`config.mk`:
```
export PLATFORM = sky130hd
export DESIGN_NAME = fetch_ctrl_flat
export DESIGN_NICKNAME = d
export VERILOG_FILES = /design/src/rtl/fetch_ctrl_if.sv /design/src/rtl/fetch_ctrl.sv /design/src/flat_wrapper.sv
export SDC_FILE = /design/constraint.sdc
export NUM_CORES = 1
export LEC_CHECK = 0
export CORE_AREA = 10 10 106 108
export DETAILED_ROUTE_END_ITERATION = 8
export DIE_AREA = 0 0 116 118
export PLACE_DENSITY_LB_ADDON = 0.25
export SYNTH_ARGS = -nofsm -noshare
export SYNTH_HDL_FRONTEND = slang
export SYNTH_SLANG_ARGS = --single-unit
```
`constraint.sdc`:
```
create_clock -name clk -period 3.32 [get_ports clk]
set_input_delay 0.498 -clock clk [delete_from_list [all_inputs] [get_ports clk]]
set_output_delay 0.498 -clock clk [all_outputs]
set_load 0.01 [all_outputs]
```
`src/rtl/fetch_ctrl_if.sv`:
```
// fetch_ctrl_if: bundles the instruction-memory request/response port, the
// decode-side instruction handshake and the redirect input of fetch_ctrl.
//   master : fetch controller side (drives requests and the instruction buffer)
//   slave  : environment side (memory, decode and execute)
interface fetch_ctrl_if;
    // Instruction-memory request / response
    logic        imem_req_valid;
    logic [31:0] imem_req_addr;
    logic        imem_req_ready;
    logic        imem_rsp_valid;
    logic [31:0] imem_rsp_data;
    // Instruction buffer towards decode
    logic        inst_valid;
    logic [31:0] inst_data;
    logic [31:0] inst_pc;
    logic        inst_ready;
    // Branch/jump redirect from execute
    logic        redirect;
    logic [31:0] redirect_target;

    modport master (
        output imem_req_valid, imem_req_addr,
        input  imem_req_ready, imem_rsp_valid, imem_rsp_data,
        output inst_valid, inst_data, inst_pc,
        input  inst_ready,
        input  redirect, redirect_target
    );

    modport slave (
        input  imem_req_valid, imem_req_addr,
        output imem_req_ready, imem_rsp_valid, imem_rsp_data,
        input  inst_valid, inst_data, inst_pc,
        output inst_ready,
        output redirect, redirect_target
    );
endinterface

```
`src/rtl/fetch_ctrl.sv`:
```
// fetch_ctrl: instruction-fetch controller. Owns the PC, issues one memory
// request at a time, buffers one returned instruction for decode and handles
// branch/jump redirects, including discarding a fetch already in flight.
// Ports:
//   clk    : clock, rising edge
//   reset  : synchronous, active-high
//   bus    : fetch_ctrl_if.master (imem request/response, decode handshake,
//            redirect and redirect_target)
module fetch_ctrl #(
    parameter logic [31:0] RESET_PC = 32'h0000_0000
) (
    input logic          clk,
    input logic          reset,
    fetch_ctrl_if.master bus
);

    typedef enum logic [1:0] {
        StReq,
        StWait,
        StHold
    } state_e;

    state_e      state_q, state_d;
    logic [31:0] pc_q, pc_d;
    logic        kill_q, kill_d;
    logic [31:0] inst_data_q, inst_data_d;
    logic [31:0] inst_pc_q, inst_pc_d;

    logic [31:0] target_aligned;
    logic        unused_target_lsb;

    assign target_aligned    = {bus.redirect_target[31:2], 2'b00};
    assign unused_target_lsb = ^bus.redirect_target[1:0];

    always_comb begin
        state_d     = state_q;
        pc_d        = pc_q;
        kill_d      = kill_q;
        inst_data_d = inst_data_q;
        inst_pc_d   = inst_pc_q;

        unique case (state_q)
            StReq: begin
                if (bus.imem_req_ready) begin
                    state_d = StWait;
                    // Request accepted in the same cycle as a redirect is stale.
                    kill_d  = bus.redirect;
                end
            end
            StWait: begin
                if (bus.imem_rsp_valid) begin
                    kill_d = 1'b0;
                    if (kill_q || bus.redirect) begin
                        state_d = StReq;
                    end else begin
                        state_d     = StHold;
                        inst_data_d = bus.imem_rsp_data;
                        inst_pc_d   = pc_q;
                        pc_d        = pc_q + 32'd4;
                    end
                end else if (bus.redirect) begin
                    kill_d = 1'b1;
                end
            end
            StHold: begin
                // A redirect drops the buffered instruction; otherwise wait
                // for decode to take it.
                if (bus.redirect || bus.inst_ready) begin
                    state_d = StReq;
                end
            end
            default: begin
                state_d = StReq;
            end
        endcase

        // Redirect overrides any PC update, whatever the state.
        if (bus.redirect) begin
            pc_d = target_aligned;
        end
    end

    always_ff @(posedge clk) begin
        if (reset) begin
            state_q     <= StReq;
            pc_q        <= RESET_PC;
            kill_q      <= 1'b0;
            inst_data_q <= 32'h0;
            inst_pc_q   <= 32'h0;
        end else begin
            state_q     <= state_d;
            pc_q        <= pc_d;
            kill_q      <= kill_d;
            inst_data_q <= inst_data_d;
            inst_pc_q   <= inst_pc_d;
        end
    end

    // Valids are masked while reset is held so nothing is offered during reset.
    assign bus.imem_req_valid = (state_q == StReq) && !reset;
    assign bus.imem_req_addr  = pc_q;
    assign bus.inst_valid     = (state_q == StHold) && !reset;
    assign bus.inst_data      = inst_data_q;
    assign bus.inst_pc        = inst_pc_q;

endmodule

```
`src/flat_wrapper.sv`:
```
// flat-port wrapper written by rule: the top's interface ports become plain ports
module fetch_ctrl_flat 
#(
    parameter logic [31:0] RESET_PC = 32'h0000_0000
)
  (clk, reset, bus_imem_req_valid, bus_imem_req_addr, bus_imem_req_ready, bus_imem_rsp_valid, bus_imem_rsp_data, bus_inst_valid, bus_inst_data, bus_inst_pc, bus_inst_ready, bus_redirect, bus_redirect_target);
  fetch_ctrl_if bus_i ();
  input logic clk;
  input logic reset;
  output wire logic [$bits(bus_i.imem_req_valid)-1:0] bus_imem_req_valid;
  output wire logic [$bits(bus_i.imem_req_addr)-1:0] bus_imem_req_addr;
  input wire logic [$bits(bus_i.imem_req_ready)-1:0] bus_imem_req_ready;
  input wire logic [$bits(bus_i.imem_rsp_valid)-1:0] bus_imem_rsp_valid;
  input wire logic [$bits(bus_i.imem_rsp_data)-1:0] bus_imem_rsp_data;
  output wire logic [$bits(bus_i.inst_valid)-1:0] bus_inst_valid;
  output wire logic [$bits(bus_i.inst_data)-1:0] bus_inst_data;
  output wire logic [$bits(bus_i.inst_pc)-1:0] bus_inst_pc;
  input wire logic [$bits(bus_i.inst_ready)-1:0] bus_inst_ready;
  input wire logic [$bits(bus_i.redirect)-1:0] bus_redirect;
  input wire logic [$bits(bus_i.redirect_target)-1:0] bus_redirect_target;
  assign bus_imem_req_valid = bus_i.imem_req_valid;
  assign bus_imem_req_addr = bus_i.imem_req_addr;
  assign bus_i.imem_req_ready = bus_imem_req_ready;
  assign bus_i.imem_rsp_valid = bus_imem_rsp_valid;
  assign bus_i.imem_rsp_data = bus_imem_rsp_data;
  assign bus_inst_valid = bus_i.inst_valid;
  assign bus_inst_data = bus_i.inst_data;
  assign bus_inst_pc = bus_i.inst_pc;
  assign bus_i.inst_ready = bus_inst_ready;
  assign bus_i.redirect = bus_redirect;
  assign bus_i.redirect_target = bus_redirect_target;
  fetch_ctrl #(.RESET_PC(RESET_PC)) u_core (.clk(clk), .reset(reset), .bus(bus_i));
endmodule
```
==> metrics.txt <==
Peak VDD IR=263 uV; antenna cells=0; most common library cell in the layout ignoring fill and taps=clkdlybuf4s50_1; Residual DRC=0; share of layout cells above drive strength 1=4.73%; IO Count=168; Yosys cell types=46; Max Clock Skew=0.0137 ns; outcome=finished clean; max cap viols=0; Syn Area/Cell=7.89 um^2; CTS Hold Bufs=0; top post-synthesis cells by area=dfxtp_1 (45%), nand2_1 (13%), a21oi_1 (7.7%); CP max stage cell=clkdlybuf4s50_1; crit-path cells=clkdlybuf4s50_1 -> nand4bb_1 -> buf_4 -> or2_1 -> or4_1 -> a311oi_1; Setup-failing EPs final=0; Detail Route Antenna Nets=0; Critical Path Stages=6; Tot Pwr=0.00235 W; Chip Height=118 um; synthesis-to-finish area growth=43.9%; clock sink total=95; r2r startpoint=u_core.bus.imem_req_addr[2]; Crit Reg-Reg Endpoint=u_core.bus.imem_req_addr[20]; setup tns final=0 ns; register area share after synthesis=45.2%; Starting DRT DRC Count=301; most frequent cells in the layout=clkdlybuf4s50_1 (160), nand2_1 (141), dfxtp_1 (95); Via density=5.49; Vias=4327; PD cells=388 mW/mm^2; TritonCTS clock tree=yes; Rows=35; # fillers=795; Leakage=2.01 nW; Starting Density=46.2%; Critical Path RT=3.58 ns; synthesized flop and latch total=95; Final period util=72.9%; FF+latch area=0.00190 mm^2; Max Clk Rate=413 MHz; RSZ-0062 raised after global routing=no; Min Hold Slack=0.457 ns; crit-path max cell delay=0.64 ns; first-pass GRT wire length=21600 um; final instance area=0.00605 mm^2; Cell Area, Placed=0.00586 mm^2; Max FO, Critical Path=13; critical path class=input port to flop; Cell Area, Synth=0.00421 mm^2; Slew Viols, Final=0; post-synth top area cell=dfxtp_1; R2R Setup Slk=1.06 ns; synth warn=0; Worst Hold Class=flop to flop; core box area=0.00911 mm^2; CTS max path bufs=2; Max transition margin=53.2%; CTS root buffer=clkbuf_8; CP Launch Type=input port; final hold violations=0; chip width=116 um; Post-layout nets=743; Worst-path clk slew=0.10 ns; initial antenna violation count=0; grt total ovfl=0; Worst setup endpoint=u_core.bus.imem_req_addr[20]; multi-input logic area=0.00210 mm^2; latest clock arrival within the worst-skew pair=0.35 ns; Hold Crit Depth=2; Post-CTS Resized=0; Die ar.=0.0137 mm^2; critical path endpoint category=flop; CP arrival=2.68 ns; number of input and output port buffers inserted=161; GRT Total Usage=19.0%; worst-margin pin slew=0.696 ns; Yosys top cell area share=45.2%; vias in the first global route=4220; pin count of the biggest net entering global routing=68; min cycle time layout=2.42 ns; CTS Buf Count=9; drt first pass iters=4; Setup Fix Bufs, Post-CTS=0; crit path buf inv count=2; DPL Wire Length=9900 um; R2R depth=5; CP top delay family=simple AND/OR/NAND/NOR gates; Worst Setup SP=bus_imem_rsp_valid; post-DR wirelength/cell=17.2 um; WL final=13600 um; Syn Inst Count=533; GPL Wtd Cong=0.824; htree depth=3
## worst min-delay path, stage by stage (launching register included)
cell	delay [ns]
dfxtp_1	0.32
nand2_1	0.05
a21oi_1	0.05
## metrics by stage
stage / util (%) / cells / worst slack, ns
final: 66.5 / 788 / 0.898
after global placement: 64.3 / 772 / 0.667
after detailed placement: 64.3 / 772 / 0.560
after CTS: 66.5 / 788 / 0.923
after floorplan: - / 536 / 1.43
after global routing: 66.5 / 788 / 0.810
## layout make-up
cell class	instances	share of cell area (%)
Multi-Input combinational cell	390	34.7
Tap cell	111	2.29
Clock inverter	5	1.10
Sequential cell	95	31.4
Timing Repair Buffer	170	27.9
Clock buffer	11	2.17
Inverter	6	0.372
## registers in the layout, indices dropped and copies added (netlist names)
register / cells
u_core.bus.inst_data: 32
u_core.bus.imem_req_addr: 30
u_core.bus.inst_pc: 30
u_core.state_q: 2
u_core.kill_q: 1
## where the power goes
group	switching, W	leakage [nW]	total, W	internal [W]
registers	0.0000659	0.775	0.00125	0.00118
logic	0.000146	1.14	0.000335	0.000189
clock network	0.000408	0.0956	0.000765	0.000357
total	0.000621	2.01	0.00235	0.00173
## cell usage after synthesis, drive strengths merged
cell type / instances
and3: 3
a2111oi: 6
o221ai: 1
buf: 15
nor3b: 8
inv: 6
nor2: 27
a221oi: 1
nand2b: 2
or4: 10
nand3b: 3
dfxtp: 95
o22ai: 1
nor4: 7
nor3: 8
o21bai: 2
or3: 4
nand2: 142
o211ai: 1
a211oi: 15
a21oi: 65
conb: 1
xnor2: 5
o31ai: 8
clkbuf: 30
and4: 10
nor4bb: 1
nand4b: 1
nor2b: 2
nand3: 17
nand4: 12
o21ai: 4
a22oi: 5
xor2: 5
or2: 1
a311oi: 7
ha: 1
nand4bb: 1
## worst min-delay path by stage
stage,start,endpoint,slack (ns)
6_report,u_core.bus.inst_pc[23],u_core.bus.inst_pc[23],0.46
3_5_place_dp,u_core.bus.inst_data[26],u_core.bus.inst_data[26],0.45
5_1_grt,u_core.bus.inst_data[30],u_core.bus.inst_data[30],0.48
4_1_cts,u_core.bus.inst_pc[22],u_core.bus.inst_pc[22],0.46
3_3_place_gp,u_core.bus.inst_pc[23],u_core.bus.inst_pc[23],0.44
2_1_floorplan,u_core.bus.inst_data[0],u_core.bus.inst_data[0],0.48
## metal layers
metal | global-route usage [%] | part of all wire (%)
met1 | 22.7 | 42
met2 | 30.4 | 47
met3 | 6.01 | 9.1
met4 | 7.75 | 2.3
met5 | 0 | 0
## logic make-up after synthesis
kind of cell | share of synthesized area [%]
simple gates | 30.0
compound gates | 17.0
flops | 45.2
buf+inv | 5.27
xor+xnor | 2.08
fa+ha+maj | 0.297
other cells | 0.0892
(Power assumes the default switching activity.)
